File: config.mk
export PLATFORM = sky130hd
export DESIGN_NAME = midi_voice_period_bank
export DESIGN_NICKNAME = d
export VERILOG_FILES = /design/src/rtl/midi_voice_period_bank.sv
export SDC_FILE = /design/constraint.sdc
export NUM_CORES = 1
export LEC_CHECK = 0
export CAP_MARGIN = 20
export CORE_UTILIZATION = 30
export CTS_CLUSTER_DIAMETER = 30
export CTS_CLUSTER_SIZE = 12
export DETAILED_ROUTE_END_ITERATION = 12
export SYNTH_ARGS = -nofsm -noshare
export SYNTH_HDL_FRONTEND = slang
export SYNTH_SLANG_ARGS = --single-unit
File: constraint.sdc
create_clock -name clk -period 6.6 [get_ports clk]
set_input_delay 0.66 -clock clk [delete_from_list [all_inputs] [get_ports clk]]
set_output_delay 0.66 -clock clk [all_outputs]
set_load 0.03 [all_outputs]
File: src/rtl/midi_voice_period_bank.sv
// Polyphonic note-to-half-period bank: a small sequential FSM derives each voice's
// half-period (table lookup, divide-by-12, octave shift) and NUM_VOICES square counters run from it.
module midi_voice_period_bank #(
    parameter int NUM_VOICES = 4,
    parameter int TICK_W     = 24,
    parameter int TRANSPOSE  = 0,
    parameter int VOICE_W    = 2
) (
    input  logic                         clk,
    input  logic                         reset_n,
    input  logic                         sample_tick,
    input  logic                         cmd_valid,
    output logic                         cmd_ready,
    input  logic [VOICE_W-1:0]           cmd_voice,
    input  logic [6:0]                   cmd_note,
    input  logic                         cmd_gate,
    output logic                         cmd_err,
    output logic [NUM_VOICES-1:0]        voice_active,
    output logic [NUM_VOICES-1:0]        voice_sq,
    output logic [NUM_VOICES*TICK_W-1:0] voice_period
);

    localparam logic [1:0] S_IDLE  = 2'd0;
    localparam logic [1:0] S_DIV   = 2'd1;
    localparam logic [1:0] S_SHIFT = 2'd2;
    localparam logic [1:0] S_WRITE = 2'd3;

    logic [1:0]         state;
    logic [6:0]         rem;
    logic [3:0]         oct;
    logic [VOICE_W-1:0] cap_voice;
    logic               cap_gate;
    logic [TICK_W-1:0]  period_r;
    logic [6:0]         note_eff;
    int                 note_sum;
    logic               voice_ok;

    // Base-octave half-periods for notes 0..11; higher octaves are right shifts of these.
    function automatic logic [14:0] base_half_period(input logic [3:0] idx);
        case (idx)
            4'd0:    return 15'd23889;
            4'd1:    return 15'd22548;
            4'd2:    return 15'd21282;
            4'd3:    return 15'd20088;
            4'd4:    return 15'd18960;
            4'd5:    return 15'd17896;
            4'd6:    return 15'd16892;
            4'd7:    return 15'd15944;
            4'd8:    return 15'd15049;
            4'd9:    return 15'd14204;
            4'd10:   return 15'd13407;
            4'd11:   return 15'd12654;
            default: return 15'd0;
        endcase
    endfunction

    // NOTE: every variable assigned in always_comb gets a value on every path, so no latch is inferred.
    always_comb begin
        note_sum = int'(cmd_note) + TRANSPOSE;
        note_eff = 7'd0;
        if (note_sum > 127)
            note_eff = 7'd127;
        else if (note_sum > 0)
            note_eff = 7'(note_sum);
    end

    assign cmd_ready = (state == S_IDLE);
    assign voice_ok  = (int'(cap_voice) < NUM_VOICES);
    assign cmd_err   = (state == S_WRITE) && !voice_ok;

    // NOTE: sequential state uses non-blocking assignments so every register samples pre-edge values.
    always_ff @(posedge clk or negedge reset_n) begin
        if (!reset_n) begin
            state     <= S_IDLE;
            rem       <= 7'd0;
            oct       <= 4'd0;
            cap_voice <= '0;
            cap_gate  <= 1'b0;
            period_r  <= '0;
        end else begin
            case (state)
                S_IDLE: begin
                    if (cmd_valid) begin
                        cap_voice <= cmd_voice;
                        cap_gate  <= cmd_gate;
                        rem       <= note_eff;
                        oct       <= 4'd0;
                        state     <= cmd_gate ? S_DIV : S_WRITE;
                    end
                end
                S_DIV: begin
                    if (rem >= 7'd12) begin
                        rem <= rem - 7'd12;
                        oct <= oct + 4'd1;
                    end else begin
                        state <= S_SHIFT;
                    end
                end
                S_SHIFT: begin
                    period_r <= TICK_W'(base_half_period(rem[3:0]) >> oct);
                    state    <= S_WRITE;
                end
                default: state <= S_IDLE;
            endcase
        end
    end

    for (genvar v = 0; v < NUM_VOICES; v++) begin : g_voice
        logic [TICK_W-1:0] period_q;
        logic [TICK_W-1:0] cnt;
        logic              active_q;
        logic              sq_q;
        logic              wr;

        assign wr = (state == S_WRITE) && voice_ok && (cap_voice == VOICE_W'(v));

        // NOTE: per-voice state is a handful of flops that must read 0 after reset, so it is reset explicitly.
        always_ff @(posedge clk or negedge reset_n) begin
            if (!reset_n) begin
                period_q <= '0;
                cnt      <= '0;
                active_q <= 1'b0;
                sq_q     <= 1'b0;
            end else if (wr) begin
                active_q <= cap_gate;
                cnt      <= '0;
                sq_q     <= 1'b0;
                if (cap_gate)
                    period_q <= period_r;
            end else if (!active_q) begin
                cnt  <= '0;
                sq_q <= 1'b0;
            end else if (sample_tick) begin
                if (cnt == period_q - TICK_W'(1)) begin
                    cnt  <= '0;
                    sq_q <= ~sq_q;
                end else begin
                    cnt <= cnt + TICK_W'(1);
                end
            end
        end

        assign voice_period[v*TICK_W +: TICK_W] = period_q;
        assign voice_active[v]                  = active_q;
        assign voice_sq[v]                      = sq_q;
    end

endmodule

==> out/metrics.cfg, run 1 <==
[run_status]
status=completed

[finish]
layout-drive-gt1-share=0.07456
multiInputGateArea_um2=7091
layout.nets=1483
areaGrowthSynthToFinish_pct=14.04
ff_latch_area_um2=4880
nFillCells=4174
layout_commonest_cell=dfrtp_1
diodes=0
layout_common_cells=dfrtp_1, nor3_1, nand2_1

[clock_tree]
insertion_delay_ns=0.44
cts_setup_buffers=0
clockBufferDepth=2
cts_sinks=195
cts_resized=0
clk_pin_slew_ns=0.08
numCtsBuffers=17
cts_root_buf=clkbuf_16
hold_buffers=0
tritoncts=yes
cts_htree_levels=4

[worst_setup_path]
cp_slowest_cell=or4_1
critical_path.top_delay_family=simple AND/OR/NAND/NOR gates
critPathLaunchType=register
timing.rr.start=g_voice[0].period_q[0]$_DFFE_PN0P_
r2r-end=g_voice[0].sq_q$_DFFE_PN0P_
critical_path_class=reg -> reg
rrSetupSlack_ns=2.99
slowest_delay_ns=0.61
path_cells=inv_1 > ha_1 > nand2b_1 > or4_1 > or3b_1 > a31oi_1 > nor2_1 > nor3_2 > buf_4 > mux2i_1
path_max_fanout=12
critPathLaunch=g_voice[0].period_q[0]$_DFFE_PN0P_
r2r_cells=10
critPathBufInv=2
arrival_ns=3.98
cp-end-kind=register
worst_ep_required_time_ns=6.97

[power]
pwr-share-clk=0.173
power_switching_mw=3.091
pwr_density_cell_nw_per_um2=451.8
pwr-share-seq=0.302
swShare=0.4735
p_leak_nw=5.742
ir_drop_mv=0.2054
p_int_mw=3.437
power_frac_comb=0.525

[job]
drv_cap=0

[yosys]
yosys.area.top_type_share=0.3851
synthesis.area_um2=12670
syn-mean-instance-area_um2=8.929
ys_async_sr_fraction=1.000
yosysSeqAreaShare=0.3851
synth_cell_types=77
yosys.area.top_type=dfrtp_1
ys_seq_elements=195
synth.area.top_cells=dfrtp_1, xnor2_1, xor2_1
synth_flop_cell=dfrtp_1
synth_warnings=0
synthCells=1419
synth_edf_count=0

[grt]
grt_start_max_net_pins=76
grt_pass1_vias=9791
grt_pass1_wl_um=53860
grt_overflow=0
antenna_found_initial=0
grt.total_usage=0.1553

[detailed_routing]
wire_per_inst_um=16.78
detail-route-antenna-nets=0
wl_met2_um=15490
routed-wl-met3_um=1524
wl_met1_um=15590
via_count=10500
remaining_drc_errors=0
wl_um=33450
drt_iter0_markers=679
top_layer_used=met4
vias_per_cell=5.264
first_pass_iters=4

[place]
globalplace.congestion=0.8573
place_ws_ns=2.996
place_hpwl_um=24620
portBuffers=82

[timing]
hold_viol=0
relSlewSlack=0.3266
worst_slew_pin_slew_ns=1.001
min_period_ns=3.610
final.setup.worst_slack_ns=2.990
fin_crit_sh=0.5469
finalSetupViolCount=0
drv_slew=0
clock_skew_ns=0.01053
max_freq_mhz=277.0
grt_setup_unrepaired=no
setup_tns_ns=0

[floorplan]
rows=74
coreArea_um2=41200
fp.dieW_um=207.5
die-height_um=207.5
ios=120
dieArea_um2=43060
start_util=0.3075

[worst_hold_path]
hold_class=in -> async

[stage by stage]
step           total power [mW]  cells    util  area [µm²]  hold WS, ns
6_report                  6.528   1994  0.3507       14450       0.2271
5_1_grt                   6.975   1994  0.3507       14450       0.2565
4_1_cts                   6.525   1991  0.3495       14400       0.2433
3_5_place_dp              5.367   1959  0.3335       13740       0.4844
3_3_place_gp              5.299   1958  0.3332       13730       0.4790
2_1_floorplan             4.359   1455       -       12800       0.3644
[synthesized netlist by cell type, types with 8 or more instances]
master,number
and2_1,9
buf_2,8
nor2_1,85
a211oi_1,8
nand4b_1,8
o211ai_1,8
or2_2,8
and3_1,13
or3_1,18
clkbuf_1,58
nor4_1,22
nor3b_1,9
a31oi_1,16
mux2i_1,23
nor2b_1,13
o21ai_0,76
mux2_2,35
o22ai_1,14
xnor2_1,79
and4_1,14
nand2b_1,12
dfrtp_1,195
buf_4,46
or4_1,13
and3b_1,8
nand4_1,32
inv_1,51
a21oi_1,32
nand3_1,55
ha_1,20
nor3_1,119
nand2_1,114
xor2_1,75
[cells by family (layout without fill, tap and decap cells)]
logic type                 Yosys count  count (layout)  synth area share
AOI/OAI and AO/OA                  234             234            0.1195
and+or+nand+nor                    582             582            0.2486
muxes                               60              60           0.05283
adders and majority gates           21              21           0.02054
xor gates and xnor gates           154             154            0.1065
buffers and inverters              172             179           0.06666
DFF                                195             195            0.3851
other                                1              37         0.0002960
[flip-flops by register name (all words and copies together) (netlist names)]
signal and flops:
cap_gate 1, cap_voice 2, g_voice.active_q 4, g_voice.cnt 96
g_voice.period_q 60, g_voice.sq_q 4, oct 4, period_r 15
rem 7, state 2
[routing by layer]
metal,global-route usage,vias up
li1,-,5108
met1,0.2116,5099
met2,0.2438,244
met3,0.02995,45
met4,0.05661,0
met5,0,-
[power by group through the flow]
stage	registers [mW]	logic (mW)	clock network (mW)
final	1.97	3.43	1.13
after global routing	2.02	3.74	1.21
after floorplan	1.99	2.37	0
after CTS	1.97	3.39	1.16
after global placement	1.98	3.32	0
after detailed placement	1.99	3.38	0
[layout make-up]
class | count | share of cell area
multi-input cells | 1088 | 0.4907
flip-flops and latches | 195 | 0.3377
repair buffers | 96 | 0.06659
well taps | 532 | 0.04607
clock buffers | 17 | 0.02944
clock inverters | 15 | 0.01619
inverters | 51 | 0.01325
[worst max path at each step]
stage / slack [ns] / to / cells after the start
finish: 2.99 / g_voice[0].sq_q$_DFFE_PN0P_ / 10
global route: 2.71 / g_voice[0].sq_q$_DFFE_PN0P_ / 10
CTS: 2.97 / g_voice[0].sq_q$_DFFE_PN0P_ / 10
detailed placement: 3.00 / g_voice[0].sq_q$_DFFE_PN0P_ / 10
global placement: 2.80 / g_voice[3].cnt[16]$_DFFE_PN0P_ / 9
floorplan: 3.51 / g_voice[3].cnt[10]$_DFFE_PN0P_ / 11
Note: power is estimated with default switching activity, not from simulation.
==> inputs of run 2 (changes only) <==
==> constraint.sdc (replaced) <==
create_clock -name clk -period 3.5 [get_ports clk]
set_input_delay 0.35 -clock clk [delete_from_list [all_inputs] [get_ports clk]]
set_output_delay 0.35 -clock clk [all_outputs]
set_load 0.03 [all_outputs]
==> run 2 against run 1 <==
Net effect:
- core utilization increased by 0.17 points
- die area unchanged
- wire length increased by 2.2%
- worst setup slack got worse by 2.8 ns
- cell count increased by 1.4%
- critical path type unchanged
- critical endpoint is now g_voice[3].cnt[21]$_DFFE_PN0P_
- largest cell class unchanged
- highest routed layer unchanged
==> out/metrics.cfg, run 2 (same netlist as run 1, synthesis figures left out) <==
[run_status]
status=completed

[worst_hold_path]
hold_class=in -> async

[finish]
design_area_um2=14520
post-route-util=0.3524
nFillCells=4171
layout.nets=1510
top_register=g_voice.cnt
diodes=0
multiInputGateArea_um2=7091
layout_commonest_cell=dfrtp_1
layout-drive-gt1-share=0.08999
areaGrowthSynthToFinish_pct=14.60
layout_common_cells=dfrtp_1, nor3_1, nand2_1
largest_reg_flops=96
ff_latch_area_um2=4880
top_regs=g_voice.cnt x96, g_voice.period_q x60, period_r x15

[job]
drv_cap=0

[worst_setup_path]
timing.rr.start=g_voice[3].period_q[1]$_DFFE_PN0P_
path_max_fanout=14
worst_ep_required_time_ns=3.81
r2r_cells=10
critical_path_class=reg -> reg
arrival_ns=3.61
cp-end-kind=register
r2r-end=g_voice[3].cnt[21]$_DFFE_PN0P_
critPathLaunchType=register
rrSetupSlack_ns=0.20

[power]
total_power_mw=12.28
swShare=0.4753
pwr-share-clk=0.154
pwr-share-seq=0.294
ir_drop_mv=0.4126
p_leak_nw=5.819
power_switching_mw=5.836
power_frac_comb=0.552
pwr_density_cell_nw_per_um2=845.7
p_int_mw=6.443

[timing]
relSlewSlack=0.3206
final.setup.worst_slack_ns=0.1988
grt_setup_unrepaired=no
min_period_ns=3.301
max_freq_mhz=302.9
clock_skew_ns=0.01530
drv_slew=0
hold_viol=0
setup_tns_ns=0
fin_crit_sh=0.9432
worst_slew_pin_slew_ns=0.9934
finalSetupViolCount=0

[detailed_routing]
routed-wl-met3_um=1412
wl_um=34190
top_layer_used=met4
first_pass_iters=5
drt_iter0_markers=814
via_count=10700
detail-route-antenna-nets=0
remaining_drc_errors=0
wl_met2_um=15800
vias_per_cell=5.292
wire_per_inst_um=16.92
wl_met1_um=16220

[clock_tree]
cts_resized=0
clockBufferDepth=2
cts_htree_levels=4
cts_sinks=195
insertion_delay_ns=0.44
hold_buffers=1
tritoncts=yes
cts_root_buf=clkbuf_16
clk_pin_slew_ns=0.08
numCtsBuffers=17
cts_setup_buffers=0

[grt]
grt.total_usage=0.1595
grt_overflow=0
grt_pass1_vias=10160
antenna_found_initial=0
grt_start_max_net_pins=74
grt_pass1_wl_um=55550

[place]
globalplace.congestion=0.8655
place_hpwl_um=25440
portBuffers=82
place_ws_ns=0.2563
dpl_cell_area_um2=13960

[floorplan]
die-height_um=207.5
start_util=0.3075
ios=120
fp.dieW_um=207.5
dieArea_um2=43060
coreArea_um2=41200
rows=74

[run 2: power by group through the flow]
| stage | registers [mW] | clock network, mW | logic, mW |
|---|---|---|---|
| 6_report | 3.61 | 1.89 | 6.77 |
| 5_1_grt | 3.70 | 2.03 | 7.42 |
| 4_1_cts | 3.61 | 1.94 | 6.75 |
| 3_5_place_dp | 3.65 | 0 | 6.71 |
| 3_3_place_gp | 3.63 | 0 | 6.63 |
| 2_1_floorplan | 3.75 | 0 | 4.47 |
[run 2: critical path, stage by stage, from the launching register on]
cell       delay, ns
dfrtp_1         0.43
inv_1           0.07
ha_1            0.20
or4b_1          0.64
o31ai_1         0.34
a21oi_1         0.10
a2111oi_0       0.51
o21ai_1         0.23
nor4_4          0.30
buf_4           0.25
nor3_1          0.08
[run 2: layout make-up]
type                       count  area share
sequential                   195      0.3361
multi-input combinational   1088      0.4884
inverter                      51     0.01319
clock buffer                  18     0.02956
tap                          532     0.04585
timing repair buffer         123     0.07902
clock inverter                14    0.007928
[run 2: metal layers]
metal,vias to the layer above,GRT usage
li1,5170,-
met1,5238,0.2202
met2,247,0.2547
met3,41,0.02648
met4,0,0.04838
met5,-,0
[run 2: through the flow]
stage,instances,hold WS (ns)
finish,2021,0.4326
global route,2021,0.4717
CTS,2021,0.4625
detailed placement,1988,0.3588
global placement,1988,0.3524
floorplan,1455,0.05441
[run 2: worst max-delay path by stage]
stage,start,end,slack (ns),cells past startpoint
after floorplan,g_voice[3].period_q[0]$_DFFE_PN0P_,g_voice[3].cnt[10]$_DFFE_PN0P_,0.41,11
after global placement,g_voice[3].period_q[1]$_DFFE_PN0P_,g_voice[3].cnt[2]$_DFFE_PN0P_,0.33,10
after detailed placement,g_voice[3].period_q[1]$_DFFE_PN0P_,g_voice[3].cnt[21]$_DFFE_PN0P_,0.26,10
after CTS,g_voice[3].period_q[1]$_DFFE_PN0P_,g_voice[3].cnt[21]$_DFFE_PN0P_,0.23,10
after global routing,g_voice[3].period_q[1]$_DFFE_PN0P_,g_voice[3].cnt[21]$_DFFE_PN0P_,0.05,10
final,g_voice[3].period_q[1]$_DFFE_PN0P_,g_voice[3].cnt[21]$_DFFE_PN0P_,0.20,10
